**config.mk**
```make
export PLATFORM = sky130hd
export DESIGN_NAME = mipsfpga_io_debounce
export DESIGN_NICKNAME = d
export VERILOG_FILES = /design/src/rtl/mipsfpga_io_debounce.sv
export SDC_FILE = /design/constraint.sdc
export NUM_CORES = 1
export LEC_CHECK = 0
export CAP_MARGIN = 10
export CORE_MARGIN = 2
export CORE_UTILIZATION = 55
export DETAILED_ROUTE_END_ITERATION = 8
export PLACE_DENSITY = 0.7
export SYNTH_ARGS = -nofsm -noshare
export SYNTH_HDL_FRONTEND = slang
export SYNTH_SLANG_ARGS = --single-unit
export TNS_END_PERCENT = 1
```
**constraint.sdc**
```tcl
create_clock -name SI_ClkIn -period 4.9 [get_ports SI_ClkIn]
set_clock_uncertainty 0.05 [all_clocks]
set_input_delay 0.98 -clock SI_ClkIn [delete_from_list [all_inputs] [get_ports SI_ClkIn]]
set_output_delay 0.98 -clock SI_ClkIn [all_outputs]
set_load 0.01 [all_outputs]
```
**src/rtl/mipsfpga_io_debounce.sv**
```systemverilog
// Input conditioner for DE2-115 switches and pushbuttons. Each input is synchronized,
// debounced and, for the buttons, inverted so that 1 = pressed. Buttons also get a press strobe.
module mipsfpga_io_debounce #(
  parameter int N_SW            = 18,
  parameter int N_PB            = 4,
  parameter int DEBOUNCE_CYCLES = 500000
) (
  input  logic            SI_ClkIn,
  input  logic            SI_Reset_N,
  input  logic [N_SW-1:0] SW,
  input  logic [N_PB-1:0] KEY,
  output logic [N_SW-1:0] IO_Switch,
  output logic [N_PB:0]   IO_PB,
  output logic [N_PB-1:0] pb_press
);

  localparam int N_CH = N_SW + N_PB;
  localparam int CW   = (DEBOUNCE_CYCLES > 2) ? $clog2(DEBOUNCE_CYCLES) : 1;
  localparam logic [CW-1:0] CNT_LAST = CW'(DEBOUNCE_CYCLES - 1);

  // Channels [N_SW-1:0] are switches and [N_CH-1:N_SW] are buttons.
  // Buttons are inverted ahead of the synchronizer, so the reset value 0 means "not pressed".
  logic [N_CH-1:0] raw;
  logic [N_CH-1:0] s1;
  logic [N_CH-1:0] s2;
  logic [N_CH-1:0] q;
  logic [N_CH-1:0] accept;
  logic [CW-1:0]   cnt [N_CH];

  assign raw = {~KEY, SW};

  always_ff @(posedge SI_ClkIn or negedge SI_Reset_N) begin
    if (!SI_Reset_N) begin
      s1 <= '0;
      s2 <= '0;
    end else begin
      s1 <= raw;
      s2 <= s1;
    end
  end

  for (genvar g = 0; g < N_CH; g++) begin : g_chan
    // The terminal count is reached only after s2 has differed from q for
    // DEBOUNCE_CYCLES consecutive edges; any agreement in between restarts it.
    assign accept[g] = (s2[g] != q[g]) && (cnt[g] == CNT_LAST);

    always_ff @(posedge SI_ClkIn or negedge SI_Reset_N) begin
      if (!SI_Reset_N) begin
        q[g]   <= 1'b0;
        cnt[g] <= '0;
      end else if (s2[g] == q[g]) begin
        cnt[g] <= '0;
      end else if (accept[g]) begin
        q[g]   <= s2[g];
        cnt[g] <= '0;
      end else begin
        cnt[g] <= cnt[g] + CW'(1);
      end
    end
  end

  // The strobe is registered alongside q, so it coincides with the 0->1 edge of IO_PB.
  always_ff @(posedge SI_ClkIn or negedge SI_Reset_N) begin
    if (!SI_Reset_N) begin
      pb_press <= '0;
    end else begin
      pb_press <= accept[N_CH-1:N_SW] & s2[N_CH-1:N_SW];
    end
  end

  assign IO_Switch = q[N_SW-1:0];
  assign IO_PB     = {1'b0, q[N_CH-1:N_SW]};

endmodule

```
# == Yosys cells after proc, flatten, opt, wreduce, memory -nomap -nowiden ==
# Cells that the tools add are included.
# totals
reg_bits,488
in_bits,24
out_inout_bits,27
word_cells,247
# op_classes
addsub,22
eq_ne,66
n_mux,44
bitwise_logic,24
n_reduce_logical,44
# op_table
op,n
19-bit two-way mux,44
19-bit by 1-bit adder with 19-bit output (second input constant),22
19-bit == test (second input constant),22
2-bit AND reduction,22
1-bit == test,22
1-bit logical AND,22
1-bit != test,22
1-bit NOT,22
4-bit AND,1
4-bit NOT,1

# == Depth between registers and ports, before layout ==
# Gate-level depths: netlist of run 1.
# logic_depth
word_depth,4
ltp_mapped,8
ltp_nobuf,5

# == Worst setup path before layout of run 1 ==
# No wires, ideal clock.
# synth_path
path_type,register -> register
startpoint,register cnt[318] in the netlist's numbering
endpoint,"register q[5], in the netlist IO_Switch[5]"
setup_ns,0.125
arrival_time_ns,1.955
required_time_ns,4.725
setup_slack_ns,2.771
path_stages_with_launch,5
n_path_buf,0
period_less_slack_ns,2.129
path_cell_list,dfrtp_1 -> or4_1 -> or4_1 -> nor2_1 -> mux2_2
# synth_via
elab_chain_cells,3
# synth_lines
element,line,rtl
start: declaration,28,logic [CW-1:0] cnt [N_CH];
start signal: indexed assignment,57,cnt[g] <= cnt[g] + CW'(1);
19-bit == test,45,assign accept[g] = (s2[g] != q[g]) && (cnt[g] == CNT_LAST);
1-bit logical AND,45,
2-bit AND reduction (no source line),--,
end signal: indexed assignment,54,q[g] <= s2[g];
end: declaration,26,logic [N_CH-1:0] q;
# Every way passes these cells.
# A chain may end at the register's enable or synchronous reset.

# == Final worst setup path of run 1 ==
# layout_path
startpoint,"register q[16], in the netlist IO_Switch[16]"
endpoint,output port IO_Switch[16]
# layout_lines
element,line,rtl
end: declaration,12,"output logic [N_SW-1:0] IO_Switch,"
# No word-level cell between the ends.

==> results.yml, run 1 <==
setup_path:
  slowest_delay_ns: 0.64
  worstSetupPathType: "flop to output pin"
  required_ns: 3.87
  crit_arrival_ns: 1.61
  critical_path.cell_chain: "clkdlybuf4s50_1"
  critPathTopFamily: "buffers and inverters"
  critical_path.startpoint_type: "flop"
  cp_slowest_cell: "clkdlybuf4s50_1"
  cp_max_fo: 3
  end_kind: "output pin"
  r2r_cells: 4
  worst-path-buf-inv: 1
  cp.depth: 1
timing:
  final.min_clock_period_ns: 2.64
  fmax_mhz: 379
  hold_violations: 0
  rsz0062_at_grt: "no"
  worst_pin_slew_ns: 1.19
  setup_viol: 0
  drv_slew: 0
  maxSlewHeadroom_pct: 19.8
  fin_crit_sh_pct: 53.8
  fin_setup_tns_ns: 0
yosys:
  synthFlopType: "dfrtp_1"
  ys_ff_latch: 488
  yosys_warnings: 0
  synth-async-reset-ratio_pct: 100
  ys_seq_area_share_pct: 52.4
  synthTopCellsByArea: "dfrtp_1, xnor2_1, nor2_1"
  synth_cells: 2309
  synth_nets: 2355
  synth_area_um2: 23300
  netlist.area_leader.share_pct: 52.4
  synth_top_area_cell: "dfrtp_1"
  avgSynthCellArea_um2: 10.1
  synth_cell_types: 51
  synth_edf_count: 0
placement:
  dp.final_hpwl_um: 27000
  post_dp_cell_area_um2: 24300
  dpl.cell_count: 2860
  portBuffers: 49
  globalplace.congestion: 0.831
detailed_routing:
  drc_errors: 0
  dr.pass1.iters: 5
  drt-total-wl_um: 41800
  routed_via_density: 5.64
  drtIter0Drc: 925
  ant_nets: 0
  wl_per_cell_um: 14.1
  vias: 16700
power:
  p_leak_nw: 10.3
  power_density_nw_per_um2: 330
  power.total_w: 0.00866
  ir_worst_vdd_mv: 0.259
job:
  drv_cap: 0
cts:
  cts_tree: "done"
  cts.sinks: 488
  insertion_delay_ns: 0.59
  ctsHoldBuffers: 0
  clockRootBuffer: "clkbuf_16"
  cts_made_buffers: 52
  cts_resized: 0
  clk_pin_slew_worst_paths_ns: 0.06
  cts_buffer_depth: 3
  cts_setup_buffers: 0
  htreeDepth: 2
die:
  initial_core_util_pct: 55.7
  die_area_um2: 44000
  die_h_um: 210
  fp.dieW_um: 210
  io_pins: 51
  std_cell_rows: 75
  design.core.area_um2: 41900
layout:
  antennaDiodeCount: 0
  drive_gt1_share_pct: 7.73
  design.final.nets: 2422
  fin_cells: 2959
  layout_common_cells: "dfrtp_1, nor2_1, xnor2_1"
  final_common_cell: "dfrtp_1"
  area_growth_pct: 12.6
  fin_area_um2: 26200
  utilization_pct: 62.7
grt:
  antenna_found_initial: 0
  grt_overflow: 0
  grt_pass1_wl_um: 74100
  grt_pass1_vias: 16300
  grt_max_degree: 111
  grt.total_usage_pct: 19.6
worst_hold_path:
  hold_class: "flop to flop"
  whs_path_depth: 0
run_status:
  status: "finished clean"
==> routing by layer <==
layer / share of wire, % / global-route usage (%) / wire length, µm
met2: 48 / 32.8 / 20000
met3: 3.0 / 2.86 / 1240
met5: 0 / 0 / 0
met1: 47 / 26.5 / 19600
met4: 2.3 / 6.31 / 945
==> cell families after synthesis <==
family	share of synthesized area, %
buf+inv	2.59
flops	52.4
simple gates	25.5
fa+ha+maj	1.18
other cells	0.0161
xor+xnor	11.5
mux	1.23
compound gates	5.64
==> registers in the layout, summed over array words and instances (netlist names) <==
register / count
IO_PB: 4
IO_Switch: 18
cnt: 418
pb_press: 4
s1: 22
s2: 22
==> path summary, 6_finish.rpt <==
path / from / end / slack (ns)
max: IO_Switch[16] / IO_Switch[16] / 2.26
max in group asynchronous: SI_Reset_N / cnt[276] / 3.40
min: s1[12] / s2[12] / 0.30
min reg2reg: s1[12] / s2[12] / 0.30
max reg2reg: cnt[13] / cnt[3] / 2.49
min in group asynchronous: SI_Reset_N / s1[2] / 0.33
==> Yosys cell counts, types with 8 or more instances <==
master,n
dfrtp_1,488
nor2_1,385
xnor2_1,210
nand3_1,131
nand2_1,124
nand4_1,103
xor2_1,96
a21oi_1,88
inv_1,88
nor3_1,71
nor4_1,65
or3_1,59
or4_1,56
o21ai_0,38
o31ai_1,30
clkbuf_1,23
ha_1,22
mux2_2,22
and3_1,20
and4_1,18
and2_1,13
nor4b_1,13
or4b_1,13
o21ai_4,12
buf_2,10
or2_2,10
or4b_2,9
o41ai_1,8
==> stage by stage <==
stage | setup slack [ns] | hold WS [ns]
6_report | 2.26 | 0.297
5_1_grt | 2.19 | 0.303
4_1_cts | 2.21 | 0.298
3_5_place_dp | 2.51 | 0.285
3_3_place_gp | 2.54 | 0.282
2_1_floorplan | 2.77 | 0.281
==> layout make-up <==
class	count	area, µm²
Tap cell	539	674
Clock buffer	68	1490
Fill cell	3432	15600
Inverter	88	330
Multi-Input combinational cell	1684	10500
Sequential cell	488	12200
Clock inverter	30	404
Timing Repair Buffer	62	628
==> power by group <==
part,total (W),switching [W],internal (W)
registers,0.00415,0.0000595,0.00409
clock network,0.00424,0.00162,0.00263
logic,0.000261,0.000180,0.0000809
(Power assumes the default switching activity.)
==> inputs of run 2 (changes only) <==
==> constraint.sdc (replaced) <==
create_clock -name SI_ClkIn -period 2.5 [get_ports SI_ClkIn]
set_clock_uncertainty 0.05 [all_clocks]
set_input_delay 0.5 -clock SI_ClkIn [delete_from_list [all_inputs] [get_ports SI_ClkIn]]
set_output_delay 0.5 -clock SI_ClkIn [all_outputs]
set_load 0.01 [all_outputs]
==> results.yml, run 2 (synthesized netlist as in run 1, its figures left out) <==
timing:
  fmax_mhz: 438
  setup_ws_ns: 0.219
  fin_setup_tns_ns: 0
  worst_pin_slew_ns: 0.643
  fin_crit_sh_pct: 91.2
  final.min_clock_period_ns: 2.28
  rsz0062_at_grt: "no"
  drv_slew: 0
  setup_viol: 0
  hold_violations: 0
  maxSlewHeadroom_pct: 56.7
die:
  initial_core_util_pct: 55.7
  io_pins: 51
  design.core.area_um2: 41900
  die_area_um2: 44000
  die_h_um: 210
  fp.dieW_um: 210
  std_cell_rows: 75
cts:
  cts_made_buffers: 52
  cts_resized: 0
  htreeDepth: 2
  cts_buffer_depth: 3
  clk_pin_slew_worst_paths_ns: 0.06
  insertion_delay_ns: 0.59
  cts.sinks: 488
  cts_tree: "done"
  ctsHoldBuffers: 1
  cts_setup_buffers: 0
  clockRootBuffer: "clkbuf_16"
setup_path:
  critPathTopFamily: "simple AND/OR/NAND/NOR gates"
  slowest_delay_ns: 0.60
  required_ns: 2.90
  worstSetupPathType: "flop to flop"
  worst-path-buf-inv: 0
  crit_arrival_ns: 2.68
  critical_path.startpoint_type: "flop"
  end_kind: "flop"
  cp_max_fo: 18
  critical_path.cell_chain: "or4b_1 -> or4_1 -> o21ai_4 -> nor2_1"
  cp_slowest_cell: "or4_1"
grt:
  antenna_found_initial: 0
  grt_max_degree: 68
  grt_pass1_vias: 16700
  grt_pass1_wl_um: 76200
  grt.total_usage_pct: 20.1
  grt_overflow: 0
layout:
  layout_common_cells: "dfrtp_1, nor2_1, xnor2_1"
  largest_register_ff_count: 418
  antennaDiodeCount: 0
  final_common_cell: "dfrtp_1"
  area_growth_pct: 13.3
  largest_register: "cnt"
  design.final.nets: 2454
  top_regs: "cnt (418), s1 (22), s2 (22)"
  fin_area_um2: 26400
  drive_gt1_share_pct: 8.53
detailed_routing:
  drtIter0Drc: 993
  vias: 16900
  routed_via_density: 5.66
  drc_errors: 0
  ant_nets: 0
  wl_per_cell_um: 14.3
  drt-total-wl_um: 42800
  dr.pass1.iters: 5
power:
  power_density_nw_per_um2: 629
  power.total_w: 0.0166
  ir_worst_vdd_mv: 0.574
  p_leak_nw: 10.4
placement:
  globalplace.congestion: 0.868
  dp.final_hpwl_um: 28600
  place_ws_ns: 0.214
  portBuffers: 49
  post_dp_cell_area_um2: 24600
run_status:
  status: "finished clean"
job:
  drv_cap: 0
worst_hold_path:
  hold_class: "input port to flop"
-- run 2: cell count changes in the layout (fill, tap and decap cells not counted), sizes merged --
| cell | change |
|---|---|
| inv | +3 |
| buf | +32 |
| bufinv | -3 |
| clkinv | -8 |
| clkbuf | +5 |
| dlygate4sd3 | +1 |
-- run 2: stage by stage --
stage / instances / hold WS, ns / utilization [%]
2_1_floorplan: 2309 / 0.154 / -
5_1_grt: 2989 / 0.252 / 63.1
3_5_place_dp: 2892 / 0.285 / 58.8
3_3_place_gp: 2892 / 0.281 / 58.8
6_report: 2989 / 0.283 / 63.1
4_1_cts: 2989 / 0.244 / 63.1
-- run 2: layer usage --
metal  track usage [%]  routed length (µm)
met1              26.6               19600
met2              34.2               20800
met3              3.67                1540
met4              5.62                 792
met5                 0                   0
-- run 2: worst register-to-register path: cells and delay by family, from the launching register on --
| family | cells | cell delay (ns) |
|---|---|---|
| compound gates | 1 | 0.43 |
| flops | 1 | 0.41 |
| simple gates | 3 | 1.25 |
-- run 2: where the power goes --
| part | internal (W) | switching, W |
|---|---|---|
| sequential | 0.00802 | 0.000118 |
| clock | 0.00479 | 0.00316 |
| combinational | 0.000181 | 0.000360 |
-- run 2: area by class of cell --
type,count,area [µm²]
fill,3318,15400
sequential,488,12200
multi-input combinational,1684,10500
clock buffer,74,1500
timing repair buffer,94,923
tap,539,674
inverter,88,330
clock inverter,22,285
-- run 2: final timing paths --
| kind | startpoint | cells after the start | slack, ns | endpoint |
|---|---|---|---|---|
| worst min-delay path | SW[16] | 1 | 0.28 | s1[16] |
| worst min register to register | s1[6] | 0 | 0.30 | s2[6] |
| worst max register to register | cnt[333] | 4 | 0.22 | cnt[330] |
| worst max-delay path | cnt[333] | 4 | 0.22 | cnt[330] |
| max in group asynchronous | SI_Reset_N | 3 | 1.23 | cnt[271] |
| min in group asynchronous | SI_Reset_N | 2 | 0.40 | s2[2] |
==> inputs of run 3 (changes only) <==
--- a/config.mk
+++ b/config.mk
@@ -5,7 +5,6 @@
 export SDC_FILE = /design/constraint.sdc
 export NUM_CORES = 1
 export LEC_CHECK = 0
-export CAP_MARGIN = 10
 export CORE_MARGIN = 2
 export CORE_UTILIZATION = 55
 export DETAILED_ROUTE_END_ITERATION = 8
==> results of run 3 <==
The final DEF is identical to that of run 2; final timing and power are the same.
